## config.mk

```make
export PLATFORM = sky130hd
export DESIGN_NAME = unified_mem_arbiter
export DESIGN_NICKNAME = d
export VERILOG_FILES = /design/src/rtl/mem_arb_pkg.sv /design/src/rtl/mem_arb_streak_ctr.sv /design/src/rtl/unified_mem_arbiter.sv
export SDC_FILE = /design/constraint.sdc
export NUM_CORES = 1
export LEC_CHECK = 0
export CORE_AREA = 2 2 112 114
export CTS_CLUSTER_DIAMETER = 150
export DETAILED_ROUTE_END_ITERATION = 16
export DIE_AREA = 0 0 114 116
export PLACE_DENSITY = 0.95
export SLEW_MARGIN = 10
export SYNTH_ARGS = -nofsm -noshare
export SYNTH_HDL_FRONTEND = slang
export SYNTH_HIERARCHICAL = 1
export SYNTH_SLANG_ARGS = --single-unit
```

## constraint.sdc

```tcl
create_clock -name clk -period 3.6 [get_ports clk]
set_clock_uncertainty 0.15 [all_clocks]
set_input_delay 0.54 -clock clk [delete_from_list [all_inputs] [get_ports clk]]
set_output_delay 0.54 -clock clk [all_outputs]
set_load 0.005 [all_outputs]
```

## src/rtl/mem_arb_pkg.sv

```systemverilog
// mem_arb_pkg: shared types and constants for the unified memory arbiter.
//   arb_state_t   - owner of the command slot (IDLE / IF_ACC / D_ACC)
//   FUNCT3_LW     - funct3 used for instruction fetches (full word)
//   SLOT_*_W      - field widths of the registered command slot
//   STREAK_W      - width of the consecutive-data-grant counter
package mem_arb_pkg;

  typedef enum logic [1:0] {
    IDLE   = 2'd0,
    IF_ACC = 2'd1,
    D_ACC  = 2'd2
  } arb_state_t;

  localparam logic [2:0] FUNCT3_LW = 3'b010;

  localparam int unsigned SLOT_FUNCT3_W = 3;
  localparam int unsigned SLOT_DATA_W   = 32;
  localparam int unsigned STREAK_W      = 4;

endpackage

```

## src/rtl/mem_arb_streak_ctr.sv

```systemverilog
// mem_arb_streak_ctr: priority decision between fetch and data requests plus
// the counter of consecutive data grants taken while a fetch is waiting.
// Ports:
//   clk, rst          clock (rising edge), asynchronous active-low reset
//   if_req, d_req     requests from the fetch and data ports
//   if_gnt, d_gnt     combinational grants (forced low while in reset)
//   streak            current consecutive-data-grant count
module mem_arb_streak_ctr
  import mem_arb_pkg::*;
#(
  parameter int unsigned MAX_D_STREAK = 4
) (
  input  logic                clk,
  input  logic                rst,
  input  logic                if_req,
  input  logic                d_req,
  output logic                if_gnt,
  output logic                d_gnt,
  output logic [STREAK_W-1:0] streak
);

  localparam logic [STREAK_W-1:0] MAX_L = STREAK_W'(MAX_D_STREAK);

  logic [STREAK_W-1:0] streak_q, streak_d;

  always_comb begin
    if_gnt   = 1'b0;
    d_gnt    = 1'b0;
    streak_d = streak_q;
    if (rst) begin
      // Data wins a tie until it has taken MAX_D_STREAK grants in a row.
      if (d_req && (!if_req || (streak_q < MAX_L))) begin
        d_gnt = 1'b1;
      end else if (if_req) begin
        if_gnt = 1'b1;
      end
    end
    if (!if_req || if_gnt) begin
      streak_d = '0;
    end else if (d_gnt && (streak_q < MAX_L)) begin
      streak_d = streak_q + STREAK_W'(1);
    end
  end

  always_ff @(posedge clk or negedge rst) begin
    if (!rst) begin
      streak_q <= '0;
    end else begin
      streak_q <= streak_d;
    end
  end

  assign streak = streak_q;

endmodule

```

## src/rtl/unified_mem_arbiter.sv

```systemverilog
// unified_mem_arbiter: shares the single-ported unified memory between the
// IF fetch port and the MEM-stage data port via req/gnt handshakes.
// Grant in cycle N, memory driven from the command slot in N+1, response
// registered and rvalid pulsed in N+2 (one access per cycle throughput).
// Ports:
//   clk, rst                         clock, asynchronous active-low reset
//   if_req/if_addr/if_gnt            fetch request side
//   if_rvalid/if_rdata               fetch response
//   d_req/d_we/d_funct3/d_addr/d_wdata/d_gnt   data request side
//   d_rvalid/d_rdata                 data response (rdata 0 for stores)
//   mem_read/mem_write/mem_funct3/mem_addr/mem_wdata/mem_rdata  to/from Mem
// Optional: define MEM_ARB_PERF_EN to add perf_if_wait / perf_d_grants.
module unified_mem_arbiter
  import mem_arb_pkg::*;
#(
  parameter int unsigned ADDR_W       = 8,
  parameter int unsigned DATA_BASE    = 200,
  parameter int unsigned MAX_D_STREAK = 4
) (
  input  logic        clk,
  input  logic        rst,
  input  logic        if_req,
  input  logic [31:0] if_addr,
  output logic        if_gnt,
  output logic        if_rvalid,
  output logic [31:0] if_rdata,
  input  logic        d_req,
  input  logic        d_we,
  input  logic [2:0]  d_funct3,
  input  logic [31:0] d_addr,
  input  logic [31:0] d_wdata,
  output logic        d_gnt,
  output logic        d_rvalid,
  output logic [31:0] d_rdata,
  output logic        mem_read,
  output logic        mem_write,
  output logic [2:0]  mem_funct3,
  output logic [31:0] mem_addr,
  output logic [31:0] mem_wdata,
  input  logic [31:0] mem_rdata
`ifdef MEM_ARB_PERF_EN
  ,
  output logic [31:0] perf_if_wait,
  output logic [31:0] perf_d_grants
`endif
);

  arb_state_t                 state_q, state_d;
  logic [ADDR_W-1:0]          addr_q, addr_d;
  logic                       we_q, we_d;
  logic [SLOT_FUNCT3_W-1:0]   funct3_q, funct3_d;
  logic [SLOT_DATA_W-1:0]     wdata_q, wdata_d;
  logic                       if_rvalid_q, if_rvalid_d;
  logic [31:0]                if_rdata_q, if_rdata_d;
  logic                       d_rvalid_q, d_rvalid_d;
  logic [31:0]                d_rdata_q, d_rdata_d;
  logic [STREAK_W-1:0]        streak_unused;
  logic                       addr_hi_unused;

  assign addr_hi_unused = ^{if_addr[31:ADDR_W], d_addr[31:ADDR_W], streak_unused};

  mem_arb_streak_ctr #(
    .MAX_D_STREAK(MAX_D_STREAK)
  ) u_streak (
    .clk    (clk),
    .rst    (rst),
    .if_req (if_req),
    .d_req  (d_req),
    .if_gnt (if_gnt),
    .d_gnt  (d_gnt),
    .streak (streak_unused)
  );

  // Slot capture: whoever is granted this cycle owns the slot next cycle.
  always_comb begin
    state_d  = IDLE;
    addr_d   = addr_q;
    we_d     = we_q;
    funct3_d = funct3_q;
    wdata_d  = wdata_q;
    if (if_gnt) begin
      state_d  = IF_ACC;
      addr_d   = if_addr[ADDR_W-1:0];
      we_d     = 1'b0;
      funct3_d = FUNCT3_LW;
      wdata_d  = '0;
    end else if (d_gnt) begin
      state_d  = D_ACC;
      addr_d   = d_addr[ADDR_W-1:0];
      we_d     = d_we;
      funct3_d = d_funct3;
      wdata_d  = d_wdata;
    end
  end

  // Memory drive from the slot; decoded from the async-reset state so the
  // strobes drop the moment reset asserts.
  always_comb begin
    mem_read   = 1'b0;
    mem_write  = 1'b0;
    mem_funct3 = '0;
    mem_addr   = '0;
    mem_wdata  = '0;
    case (state_q)
      IF_ACC: begin
        mem_read   = 1'b1;
        mem_funct3 = FUNCT3_LW;
        mem_addr   = 32'(addr_q);
      end
      D_ACC: begin
        mem_read   = !we_q;
        mem_write  = we_q;
        mem_funct3 = funct3_q;
        mem_addr   = 32'(addr_q) + 32'(DATA_BASE);
        mem_wdata  = wdata_q;
      end
      default: ;
    endcase
  end

  always_comb begin
    if_rvalid_d = (state_q == IF_ACC);
    if_rdata_d  = (state_q == IF_ACC) ? mem_rdata : '0;
    d_rvalid_d  = (state_q == D_ACC);
    d_rdata_d   = ((state_q == D_ACC) && !we_q) ? mem_rdata : '0;
  end

  always_ff @(posedge clk or negedge rst) begin
    if (!rst) begin
      state_q     <= IDLE;
      addr_q      <= '0;
      we_q        <= 1'b0;
      funct3_q    <= '0;
      wdata_q     <= '0;
      if_rvalid_q <= 1'b0;
      if_rdata_q  <= '0;
      d_rvalid_q  <= 1'b0;
      d_rdata_q   <= '0;
    end else begin
      state_q     <= state_d;
      addr_q      <= addr_d;
      we_q        <= we_d;
      funct3_q    <= funct3_d;
      wdata_q     <= wdata_d;
      if_rvalid_q <= if_rvalid_d;
      if_rdata_q  <= if_rdata_d;
      d_rvalid_q  <= d_rvalid_d;
      d_rdata_q   <= d_rdata_d;
    end
  end

  assign if_rvalid = if_rvalid_q;
  assign if_rdata  = if_rdata_q;
  assign d_rvalid  = d_rvalid_q;
  assign d_rdata   = d_rdata_q;

`ifdef MEM_ARB_PERF_EN
  logic [31:0] perf_if_wait_q, perf_if_wait_d;
  logic [31:0] perf_d_grants_q, perf_d_grants_d;

  always_comb begin
    perf_if_wait_d  = perf_if_wait_q;
    perf_d_grants_d = perf_d_grants_q;
    if (if_req && !if_gnt) perf_if_wait_d  = perf_if_wait_q + 32'd1;
    if (d_gnt)             perf_d_grants_d = perf_d_grants_q + 32'd1;
  end

  always_ff @(posedge clk or negedge rst) begin
    if (!rst) begin
      perf_if_wait_q  <= '0;
      perf_d_grants_q <= '0;
    end else begin
      perf_if_wait_q  <= perf_if_wait_d;
      perf_d_grants_q <= perf_d_grants_d;
    end
  end

  assign perf_if_wait  = perf_if_wait_q;
  assign perf_d_grants = perf_d_grants_q;
`endif

endmodule

```

==> results.yml <==
run_status:
  outcome: "finished clean"
drt:
  wl_mm: 12.5
  drt_iter0_drc: 160
  drtAntennaViolNets: 0
  via_per_inst: 4.70
  detailroute.via_count: 3646
  drt-pass1-iter-count: 4
  wl_per_cell_um: 16.1
  drc_errors: 0
worst_setup_path:
  crit_buf_inv: 3
  cpMaxStageDelayCell: "clkdlybuf4s50_1"
  critPathKind: "in2out"
  critPathMaxFanout: 33
  cp-start-kind: "input pin"
  cp-end-kind: "output pin"
  required_ns: 2.91
  crit_path_cell_trace: "dlygate4sd3_1 > buf_4 > nand2_1 > a21oi_4 > clkdlybuf4s50_1"
  critical-path-top-delay-family: "buffers and inverters"
  cpPeakStageDelay_ns: 0.53
  arrival_ns: 2.37
sta:
  slew_viol_final: 0
  rsz0062_at_grt: "false"
  setup_tns_ns: 0
  finalSetupViolCount: 0
  fin_crit_sh: 0.849
  relSlewSlack: 0.483
  fin_crit_ns: 3.06
  fin_ws_ns: 0.543
  finalHoldViolCount: 0
  tightest_slew_ns: 0.776
  max_freq_ghz: 0.327
logic_synthesis:
  synth-main-ff-cell: "dfrtp_1"
  synth_edf_count: 0
  avgSynthCellArea_um2: 12.0
  netlist_area_um2: 4900
  yosys.area_share.adder: 0.0102
  ys_types: 38
  ys_ff_latch: 116
  netlist.area_leader.share: 0.592
  synthMuxAreaShare: 0.0901
  synth_top_family_by_area: "simple AND/OR/NAND/NOR gates"
  yosys-top-cells-area: "dfrtp_1, and2_1, mux2i_1, buf_4, nor2_1"
  ys_warn_count: 6
  synth.most_common_cell: "dfrtp_1"
  synth_seq_area_share: 0.592
  synthTopCellsByCount: "dfrtp_1, and2_1, mux2i_1"
  yosysTopAreaCell: "dfrtp_1"
  synthArstFlopShare: 1.00
  synthCells: 410
  yosys.area_share.simple: 0.198
  synth-compound-area-share: 0.0311
  synth_xor_area_frac: 0.00179
finish:
  post-route-util: 0.630
  layout-drive-gt1-share: 0.0987
  fillCellCount: 902
  diodes: 0
  synthToLayoutAreaGrowth_pct: 53.1
  nets: 755
  design_area_um2: 7510
clock_network:
  cts_tree: "done"
  cts_hold_buf: 1
  htreeDepth: 4
  clock_latency_ns: 0.40
  clock_path_buffers: 2
  post-cts-setup-buffers: 0
  cts_root_buffer: "clkbuf_16"
  cts_buffers: 17
  clock-sinks: 116
  path_clk_slew_ns: 0.06
  cts_resized: 0
pwr:
  power_w: 0.00355
  power_leakage_nw: 3.39
  max-vdd-ir-drop_uv: 227
  p_per_area_nw_per_um2: 473
grt:
  antenna_found_initial: 0
  grt_usage: 0.193
  grt_pass1_vias: 3862
  grt_max_degree: 55
  grt_overflow: 0
  grt_first_pass_wirelength_mm: 19.5
placement:
  routabilityCongestion: 0.793
  place_ws_ns: 0.808
  port_buffers: 201
  hpwl_mm: 9.06
  postPlaceCellArea_um2: 6910
hold_path:
  min_path_type: "reg2reg"
flow_run:
  cap_violations: 0
die:
  coreArea_um2: 11900
  ios: 273
  row_count: 40
  die_w_um: 114
  initial_core_util: 0.412
  die_area_um2: 13200
  die_h_um: 116
placed cells by master, fill, tap and decap left out, drive strengths merged, types with 2 or more instances in the layout:
cell type      count
dfrtp            116
bufinv             2
and2             103
nand3b             2
nor2b              4
clkinv             5
mux2i             43
conb              23
nand2             14
a22oi              2
a32o               2
inv                9
clkdlybuf4s50    200
clkbuf            17
o21ai              9
nor3b              2
a21oi              5
ha                 4
buf               10
nor2              43
final timing paths:
| path | start | end | slack [ns] | cells past startpoint |
|---|---|---|---|---|
| min in group asynchronous | rst | if_rdata[24]$_DFF_PN0_ | 0.47 | 2 |
| worst max-delay path | rst | d_gnt | 0.54 | 5 |
| max in group asynchronous | rst | d_rvalid$_DFF_PN0_ | 1.81 | 3 |
| worst max register to register | u_streak/streak[3]$_DFFE_PN0P_ | addr_q[5]$_DFFE_PN0P_ | 1.39 | 5 |
| worst min-delay path | wdata_q[4]$_DFFE_PN0P_ | wdata_q[4]$_DFFE_PN0P_ | 0.36 | 2 |
| worst min register to register | wdata_q[4]$_DFFE_PN0P_ | wdata_q[4]$_DFFE_PN0P_ | 0.36 | 2 |
per-layer routing:
layer	global-route usage	vias up	share of wire
met2	0.346	157	0.53
li1	-	1692	-
met5	0	-	0
met1	0.224	1782	0.39
met3	0.0481	15	0.064
met4	0.0740	0	0.017
logic make-up after synthesis:
group	Yosys count
AND/OR/NAND/NOR	172
flip-flops	116
buffers and inverters	49
multiplexers	44
AO/OA/AOI/OAI	23
adder cells (fa/ha/maj)	4
other	1
XOR/XNOR	1
flip-flops by register name, summed over array words and instances, names as in the netlist:
| register | flops |
|---|---|
| d_rdata | 32 |
| d_rvalid | 1 |
| state_q | 2 |
| wdata_q | 32 |
| we_q | 1 |
| if_rdata | 32 |
| addr_q | 8 |
| u_streak/streak | 4 |
| funct3_q | 3 |
| if_rvalid | 1 |
worst min-delay path, cell delays in order, from the launching register on:
cell and delay [ns]:
dfrtp_1 0.33, mux2i_1 0.06, nor2_1 0.08
metrics by stage:
stage | hold slack [ns] | cells
3_3_place_gp | 0.331 | 742
4_1_cts | 0.365 | 775
5_1_grt | 0.403 | 775
2_1_floorplan | 0.0944 | 432
3_5_place_dp | 0.350 | 742
6_report | 0.361 | 775
power breakdown:
part | switching (W) | leakage, nW | total, W | internal, W
logic | 0.000178 | 1.56 | 0.000429 | 0.000251
registers | 0.0000569 | 1.54 | 0.00146 | 0.00140
clock network | 0.000634 | 0.291 | 0.00167 | 0.00104
total | 0.000869 | 3.39 | 0.00355 | 0.00269
cell type report:
type | instances | area [um2] | share of cell area
clock buffer | 17 | 425 | 0.0567
multi-input combinational | 267 | 1730 | 0.231
inverter | 2 | 7.51 | 0.00100
timing repair buffer | 211 | 2090 | 0.278
clock inverter | 15 | 168 | 0.0223
tap | 147 | 184 | 0.0245
sequential | 116 | 2900 | 0.387
No activity file was read; power rests on OpenSTA's default activity.
